==> config.mk <==
export PLATFORM = sky130hd
export DESIGN_NAME = trig_func_sweeper
export DESIGN_NICKNAME = d
export VERILOG_FILES = /design/src/rtl/trig_func_sweeper.sv
export SDC_FILE = /design/constraint.sdc
export NUM_CORES = 1
export LEC_CHECK = 0
export CAP_MARGIN = 20
export CORE_ASPECT_RATIO = 1.4
export CORE_MARGIN = 2
export CORE_UTILIZATION = 29
export DETAILED_ROUTE_END_ITERATION = 8
export GPL_TIMING_DRIVEN = 0
export SKIP_CTS_REPAIR_TIMING = 1
export SLEW_MARGIN = 5
export SYNTH_ARGS = -nofsm -noshare
export SYNTH_HDL_FRONTEND = slang
export SYNTH_SLANG_ARGS = --single-unit
==> constraint.sdc <==
create_clock -name clk -period 4.4 [get_ports clk]
set_input_delay 0.44 -clock clk [delete_from_list [all_inputs] [get_ports clk]]
set_output_delay 0.44 -clock clk [all_outputs]
set_load 0.005 [all_outputs]
==> src/rtl/trig_func_sweeper.sv <==
// trig_func_sweeper: steps {a,b,c,d} through 16 minterms and captures y into truth; TRIG_SWEEP_ONES_EN adds the ones counter.
module trig_func_sweeper #(
  parameter int SETTLE = 1
) (
  input  logic        clk,
  input  logic        rst,
  input  logic        start,
  input  logic [4:0]  flag_in,
  input  logic        y,
  output logic        a,
  output logic        b,
  output logic        c,
  output logic        d,
  output logic [4:0]  flag,
  output logic        busy,
  output logic        done,
`ifdef TRIG_SWEEP_ONES_EN
  output logic [4:0]  ones,
`endif
  output logic [15:0] truth
);
  typedef enum logic [1:0] {IDLE, DRIVE, SAMPLE, DONE} state_t;
  localparam logic [3:0] LAST = 4'(SETTLE - 1);
  if (SETTLE < 1 || SETTLE > 15) begin : g_bad_settle
    $error("trig_func_sweeper: SETTLE must be in 1..15");
  end
  state_t state, nxt;
  logic [3:0] idx, cnt;
  logic [4:0] flag_q;
  wire accept = state == IDLE && start;
  always_ff @(posedge clk)
    if (rst) state <= IDLE;
    else state <= nxt;
  always_comb
    nxt = state == IDLE   ? (start ? DRIVE : IDLE) :
          state == DRIVE  ? (cnt == LAST ? SAMPLE : DRIVE) :
          state == SAMPLE ? (idx == 4'hf ? DONE : DRIVE) : IDLE;
  always_comb begin
    busy = state == DRIVE || state == SAMPLE;
    done = state == DONE;
    {a, b, c, d} = busy ? idx : 4'h0;
    flag = busy ? flag_q : 5'h00;
  end
  always_ff @(posedge clk)
    if (rst) begin
      idx <= '0;
      cnt <= '0;
      flag_q <= '0;
      truth <= '0;
    end else if (accept) begin
      idx <= '0;
      cnt <= '0;
      flag_q <= flag_in;
      truth <= '0;
    end else if (state == DRIVE) begin
      cnt <= cnt + 4'h1;
    end else if (state == SAMPLE) begin
      truth[idx] <= y;
      cnt <= '0;
      idx <= idx == 4'hf ? idx : idx + 4'h1;
    end
`ifdef TRIG_SWEEP_ONES_EN
  always_ff @(posedge clk)
    if (rst || accept) ones <= '0;
    else if (state == SAMPLE && y === 1'b1) ones <= ones + 5'h1;
`endif
endmodule

==> out/metrics.cfg, run 1 <==
[run_status]
outcome = finished clean

[synthesis]
synth_cell_types = 27
async_flop_share = 0
ys.flop_type = dfxtp_1
syn_area_um2 = 1530
synth_top_area_frac = 0.406
synth-seq-area-share = 0.406
synth_area_leaders = dfxtp_1 41%, ha_1 8.2%, a21oi_1 6.9%
yosysWarnings = 0
synth_fp_nets = 202
yosys.area.top_type = dfxtp_1
postSynthCellCount = 183
ys_ff_latch = 31
syn_avg_cell_area_um2 = 8.35
synth_edf_count = 0

[route]
wirelength_um = 3670
wl_per_cell_um = 12.7
ant_nets = 0
num_vias = 1398
detail_route.vias_per_cell = 4.84
first_iter_violations = 43
first_pass_iters = 4
drc = 0

[layout]
fin_area_um2 = 2030
drive_gt1_frac = 0.0583
syn2layout_area_growth_pct = 32.9
fin_nets = 241
diodes = 0

[sta]
clock.fmax_mhz = 390
tns_ns = 0
setup-violations-final = 0
finalHoldViolations = 0
slew_headroom = 0.701
min_period_ns = 2.56
skew_ns = 0.00422
fin_crit_sh = 0.582
slew_violations = 0
grt_setup_unrepaired = no
worst_pin_slew_ns = 0.448

[power_and_ir_drop]
peakVddDrop_mv = 0.162
cellLeakagePower_nw = 0.760
power_density_nw_per_um2 = 291

[critical_path]
worst_ep_arrival_time_ns = 2.12
crit_start = state[0]
worstSetupPathDepth = 5
crit_path_end_kind = primary output
r2r_start = state[1]
crit_path_max_fanout = 10
path_buf_inv = 3
slowest_stage = clkdlybuf4s50_1
crit_path_cell_trace = inv_1, ha_1, clkbuf_1, and2_1, clkdlybuf4s50_1
r2r_cells = 6
rrSetupSlack_ns = 2.68
worstReg2RegEnd = cnt[3]
cpLargestDelayFamily = buffers and inverters
path_class = reg -> out
crit_path_max_incr_delay_ns = 0.50
cp-start-kind = flop
crit_end = a
cp.required_ns = 3.96

[placement]
placed_area_um2 = 1930
place.gp.congestion = 0.737
dpl.hpwl_um = 2650
portBuffers = 32

[clock_tree]
cts.clk_slew.worst_paths_ns = 0.06
cts_inserted_buffers = 5
clock_path_buffers = 2
cts_tree = done
root_buffer = clkbuf_8
numClockSinks = 31
htree_levels = 2
clock_latency_ns = 0.28

[floorplanning]
die_area_um2 = 5870
rows = 31
die_x_um = 65.3
fp.dieH_um = 89.9
start_util = 0.298
core-area_um2 = 5120
ios = 36

[grt]
grt_usage = 0.134
antenna_found_initial = 0
grt_pass1_wl_um = 6090
grt_overflow = 0
grt_max_degree = 11
grt_pass1_vias = 1301

[job]
drv_cap = 0

[worst_hold_path]
worstHoldPathCells = 2
hp-class = in -> reg

[registers in the layout, summed over array words and instances (netlist names)]
register,cells
state,2
cnt,4
idx,4
flag_q,5
truth,16
[final cells by class]
type                            count  area, um^2
Inverter                            8        30.0
Fill cell                         548        3090
Timing Repair Buffer               32         320
Clock buffer                        8         100
Multi-Input combinational cell    131         821
Tap cell                           66        82.6
Sequential cell                    31         621
Buffer                             13        56.3
[cells in the final DEF, fill, tap and decap left out, types with 10 or more instances in the layout]
cell,n
clkdlybuf4s50_1,32
dfxtp_1,31
a21oi_1,21
nand2_1,14
o21ai_0,13
nand4_1,12
nor2_1,11
nand3_1,11
mux2i_1,10
ha_1,10
[worst min path at each step]
stage          startpoint        end  slack, ns
4_1_cts               rst  flag_q[0]       0.44
2_1_floorplan   flag_q[0]  flag_q[0]       0.43
3_5_place_dp    flag_q[0]  flag_q[0]       0.44
6_report              rst  flag_q[0]       0.45
3_3_place_gp    flag_q[3]  flag_q[3]       0.44
5_1_grt               rst  flag_q[4]       0.45
[synth_stat cells (all sizes together) (3+ instances only)]
library cell  count
dfxtp            31
a21oi            21
nand2            14
o21ai            13
nand4            12
nand3            11
nor2             11
ha               10
mux2i            10
and2              8
clkbuf            8
inv               8
buf               5
nand4b            5
nor2b             4
nand2b            3
[where the power goes]
part	leakage, nW	switching [W]	internal (W)
clock	0.0515	0.000103	0.000143
sequential	0.251	0.00000278	0.000286
combinational	0.458	0.0000350	0.0000233
[worst register-to-register path, cell delays in order (launching register included)]
cell      delay [ns]
dfxtp_1         0.33
inv_1           0.08
ha_1            0.15
clkbuf_1        0.37
nand2_1         0.15
or4_1           0.48
o21ai_0         0.08
[stage by stage]
stage | cells | hold WS [ns] | util | setup WS [ns] | total power [W]
2_1_floorplan | 183 | 0.432 | - | 2.86 | 0.000330
3_3_place_gp | 281 | 0.439 | 0.377 | 2.13 | 0.000353
3_5_place_dp | 281 | 0.445 | 0.377 | 2.12 | 0.000353
4_1_cts | 289 | 0.445 | 0.397 | 1.81 | 0.000604
5_1_grt | 289 | 0.446 | 0.397 | 1.70 | 0.000625
6_report | 289 | 0.450 | 0.397 | 1.84 | 0.000592
[metal layers]
layer	up-vias	share of wire	global-route usage
li1	713	-	-
met3	6	0.053	0.0426
met1	640	0.44	0.153
met5	-	0	0
met2	39	0.49	0.223
met4	0	0.021	0.0608
[cells by family (layout without fill, tap and decap cells)]
| family | count (synthesis) | in the layout | share of synthesized area |
|---|---|---|---|
| flip-flops | 31 | 31 | 0.406 |
| AO/OA/AOI/OAI | 36 | 36 | 0.122 |
| AND/OR/NAND/NOR | 75 | 75 | 0.268 |
| adder cells (fa/ha/maj) | 10 | 10 | 0.0819 |
| buffers and inverters | 21 | 61 | 0.0565 |
| multiplexers | 10 | 10 | 0.0655 |
No activity file was read; power rests on OpenSTA's default activity.
==> inputs of run 2 (changes only) <==
- clock period: 4.4 -> 2.48 ns (I/O delays scaled with it)
==> out/metrics.cfg, run 2 (synthesis results as in run 1) <==
[floorplanning]
ios = 36  ; unchanged
fp.dieH_um = 89.9  ; unchanged
core-area_um2 = 5120  ; unchanged
rows = 31  ; unchanged
die_area_um2 = 5870  ; unchanged
start_util = 0.298  ; unchanged
die_x_um = 65.3  ; unchanged

[layout]
top_regs = truth: 16 flops, flag_q: 5 flops
layout_common_cells = 32 x clkdlybuf4s50_1, 31 x dfxtp_1, 21 x a21oi_1
fin_nets = 241  ; unchanged
final_common_cell = clkdlybuf4s50_1
top_register = truth
largest_reg_flops = 16  ; unchanged
fillers = 547  ; -0.18%
drive_gt1_frac = 0.0628  ; +0.00448
syn2layout_area_growth_pct = 33.0  ; about the same
diodes = 0  ; unchanged

[clock_tree]
htree_levels = 2  ; unchanged
numClockSinks = 31  ; unchanged
cts_tree = done
cts_inserted_buffers = 5  ; unchanged
clock_path_buffers = 2  ; unchanged
cts.clk_slew.worst_paths_ns = 0.06  ; about the same
clock_latency_ns = 0.28  ; about the same
root_buffer = clkbuf_8

[sta]
min_period_ns = 2.21
skew_ns = 0.00448  ; +0.000262 ns
slew_headroom = 0.701  ; about the same
finalHoldViolations = 0  ; unchanged
slew_violations = 0  ; unchanged
setup-violations-final = 0  ; unchanged
clock.fmax_mhz = 452
fin_crit_sh = 0.892
worst_pin_slew_ns = 0.448  ; +0.000382 ns
grt_setup_unrepaired = no
tns_ns = 0  ; unchanged

[job]
drv_cap = 0  ; unchanged

[grt]
grt_usage = 0.134  ; unchanged
grt_max_degree = 11  ; unchanged
grt_util_met1 = 0.153  ; unchanged
top_usage_layer = met2
antenna_found_initial = 0  ; unchanged
grt_overflow = 0  ; unchanged
grt_pass1_vias = 1301  ; unchanged
grt_pass1_wl_um = 6090  ; unchanged
groute.layer.met3.usage = 0.0426  ; unchanged
use_met2 = 0.223  ; unchanged

[placement]
place.gp.congestion = 0.737  ; unchanged
portBuffers = 32  ; unchanged
dpl.hpwl_um = 2650  ; unchanged

[route]
ant_nets = 0  ; unchanged
drc = 0  ; unchanged
wirelength_um = 3670  ; about the same
wl_per_cell_um = 12.7  ; about the same
num_vias = 1392  ; -0.43%
detail_route.vias_per_cell = 4.82  ; -0.43%
first_pass_iters = 4  ; unchanged
first_iter_violations = 43  ; unchanged

[worst_hold_path]
min_to = flag_q[0]
worstHoldPathCells = 2  ; unchanged
hp-class = in -> reg
hold_start = rst

[critical_path]
r2r_start = state[1]
crit_path_max_fanout = 10  ; unchanged
path_class = reg -> out
cp.required_ns = 2.23  ; -1.73 ns
rrSetupSlack_ns = 0.76  ; -1.92 ns
worstReg2RegEnd = cnt[3]
worst_ep_arrival_time_ns = 1.96  ; -0.16 ns
r2r_cells = 6  ; unchanged
cp-start-kind = flop
crit_path_end_kind = primary output

[power_and_ir_drop]
p_total_w = 0.00105  ; +78%
power_density_nw_per_um2 = 517  ; +77%
cellLeakagePower_nw = 0.763  ; +0.42%
peakVddDrop_mv = 0.287  ; +77%

[run_status]
outcome = finished clean

==> run 2: cell counts in the layout (fill, tap and decap cells not counted) <==
No cell type changed its count.
==> run 2: area by class of cell <==
class,instances,area [um^2],share of cell area
Tap cell,66,82.6,0.0406
Timing Repair Buffer,32,320,0.158
Inverter,8,30.0,0.0148
Buffer,13,57.6,0.0283
Sequential cell,31,621,0.305
Clock buffer,8,100,0.0493
Multi-Input combinational cell,131,821,0.404
==> run 2: per-layer routing <==
metal | vias to the layer above | routed length, um
met3 | 6 | 197
met1 | 635 | 1610
met2 | 40 | 1790
met5 | - | 0
li1 | 711 | -
met4 | 0 | 76
==> run 2: power breakdown <==
part,switching [W],internal [W]
Sequential,0.00000493,0.000507
Combinational,0.0000618,0.0000418
Clock,0.000183,0.000253
==> run 2: metrics by stage <==
stage / instance area (um^2) / setup WS [ns] / utilization / hold WS [ns] / instances
floorplan: 1530 / 0.941 / - / 0.395 / 183
detailed placement: 1930 / 0.395 / 0.377 / 0.445 / 281
global placement: 1930 / 0.403 / 0.377 / 0.439 / 281
global route: 2030 / 0.134 / 0.397 / 0.254 / 289
CTS: 2030 / 0.0789 / 0.397 / 0.253 / 289
finish: 2030 / 0.269 / 0.397 / 0.254 / 289
==> run 2: worst max-delay path: stages, from the launching register on <==
cell and delay, ns:
dfxtp_1 0.37, inv_1 0.08, ha_1 0.35, clkbuf_2 0.24
and2_1 0.15, clkdlybuf4s50_1 0.50
==> run 2: how the worst max path moves through the flow <==
stage | startpoint | endpoint
2_1_floorplan | state[0] | cnt[3]
5_1_grt | state[1] | a
3_5_place_dp | state[0] | a
4_1_cts | state[0] | a
6_report | state[0] | a
3_3_place_gp | state[0] | a
==> inputs of run 3 (changes only) <==
- ABC_CLOCK_PERIOD_IN_PS: not set -> 2480
- CORE_MARGIN: 2 -> 4
- TNS_END_PERCENT: not set -> 20
==> out/metrics.cfg, run 3 (synthesis results as in run 1) <==
[sta]
skew_ns = 0.00936  ; +0.00488 ns
finalHoldViolations = 0  ; unchanged
setup-violations-final = 0  ; unchanged
grt_setup_unrepaired = no
fin_crit_sh = 0.884  ; -0.00774
slew_violations = 0  ; unchanged
worst_pin_slew_ns = 0.461  ; +0.0128 ns
clock.fmax_mhz = 456  ; +0.88%
slew_headroom = 0.693  ; -0.00852
tns_ns = 0  ; unchanged
min_period_ns = 2.19  ; -0.0192 ns
fin_ws_ns = 0.288  ; +0.0192 ns

[clock_tree]
numClockSinks = 31  ; unchanged
htree_levels = 2  ; unchanged
clock_path_buffers = 2  ; unchanged
root_buffer = clkbuf_8
clock_latency_ns = 0.29  ; about the same
cts.clk_slew.worst_paths_ns = 0.07  ; about the same
cts_tree = done
cts_inserted_buffers = 5  ; unchanged

[power_and_ir_drop]
power_density_nw_per_um2 = 554  ; +7.1%
p_total_w = 0.00113  ; +8.0%
peakVddDrop_mv = 0.275  ; -4.2%
cellLeakagePower_nw = 0.773  ; +1.3%

[floorplanning]
ios = 36  ; unchanged
rows = 31  ; unchanged
core-area_um2 = 5160  ; +0.76%
fp.dieH_um = 93.9  ; +4.5%
start_util = 0.296  ; -0.00224
die_x_um = 69.3  ; +6.1%
die_area_um2 = 6510  ; +11%

[grt]
grt_pass1_vias = 1358  ; +4.4%
antenna_found_initial = 0  ; unchanged
grt_max_degree = 11  ; unchanged
grt_pass1_wl_um = 6410  ; +5.2%
grt_overflow = 0  ; unchanged
grt_usage = 0.123  ; -0.0104

[route]
wirelength_um = 3710  ; +1.2%
first_iter_violations = 50  ; +16%
wl_per_cell_um = 12.8  ; +1.2%
first_pass_iters = 4  ; unchanged
drc = 0  ; unchanged
num_vias = 1378  ; -1.0%
ant_nets = 0  ; unchanged
detail_route.vias_per_cell = 4.77  ; -1.0%

[run_status]
outcome = finished clean

[placement]
place.gp.congestion = 0.735  ; -0.26%
dp_slack_ns = 0.373  ; -0.0218 ns
portBuffers = 32  ; unchanged
placed_cells = 281  ; unchanged
placed_area_um2 = 1930  ; unchanged
dpl.hpwl_um = 2700  ; +1.9%

[critical_path]
cp-start-kind = flop
r2r_cells = 6  ; unchanged
crit_path_end_kind = primary output
cp.required_ns = 2.23  ; about the same
crit_path_max_fanout = 10  ; unchanged
worst_ep_arrival_time_ns = 1.94  ; -0.02 ns
path_class = reg -> out

[layout]
final_common_cell = clkdlybuf4s50_1
final-seq-area_um2 = 621  ; unchanged
fillers = 542  ; -0.91%
fin_cells = 289  ; unchanged
diodes = 0  ; unchanged
top_register = truth
layout_common_cells = 32 x clkdlybuf4s50_1, 31 x dfxtp_1, 21 x a21oi_1
largest_reg_flops = 16  ; unchanged
top_regs = truth: 16 flops, flag_q: 5 flops
fin_nets = 241  ; unchanged
drive_gt1_frac = 0.0673  ; +0.00448
syn2layout_area_growth_pct = 34.2
fin_area_um2 = 2050  ; +0.86%
multi_input_area_um2 = 821  ; unchanged

[job]
drv_cap = 0  ; unchanged

[worst_hold_path]
hp-class = in -> reg
worstHoldPathCells = 2  ; unchanged

-- run 3: cell count changes in the layout (fill, tap and decap cells not counted) --
| cell | change |
|---|---|
| clkinv_2 | +1 |
| bufinv_16 | +1 |
| clkbuf_1 | -1 |
| clkbuf_8 | -1 |
-- run 3: per-layer routing --
metal,track usage,up-vias,part of all wire
met5,0,-,0
met2,0.209,28,0.48
met3,0.0418,7,0.043
met1,0.138,630,0.45
met4,0.0603,0,0.022
li1,-,713,-
-- run 3: final cells by class --
| class | count | area share |
|---|---|---|
| plain buffers | 13 | 0.0281 |
| multi-input cells | 131 | 0.400 |
| clock inverters | 2 | 0.0171 |
| repair buffers | 32 | 0.156 |
| inverters | 8 | 0.0147 |
| well taps | 66 | 0.0403 |
| flip-flops and latches | 31 | 0.303 |
| clock buffers | 6 | 0.0403 |
-- run 3: stage by stage --
step            util  hold WS, ns
6_report       0.397        0.248
5_1_grt        0.397        0.265
4_1_cts        0.397        0.239
3_5_place_dp   0.374        0.444
3_3_place_gp   0.374        0.440
2_1_floorplan      -        0.395
-- run 3: path summary, 6_finish.rpt --
kind,slack (ns),to,startpoint
worst max-delay path,0.29,b,state[0]
worst min-delay path,0.25,flag_q[0],rst
worst max register to register,0.85,cnt[3],state[0]
worst min register to register,0.45,flag_q[1],flag_q[1]
-- run 3: critical path, stage by stage, from the launching register on --
cell             delay, ns
dfxtp_1               0.36
inv_1                 0.07
ha_1                  0.34
clkbuf_2              0.23
and2_1                0.16
clkdlybuf4s50_1       0.50
-- run 3: power by group --
group	total, W	switching [W]	internal [W]
sequential	0.000511	0.00000478	0.000506
combinational	0.000102	0.0000604	0.0000417
clock	0.000521	0.000197	0.000325
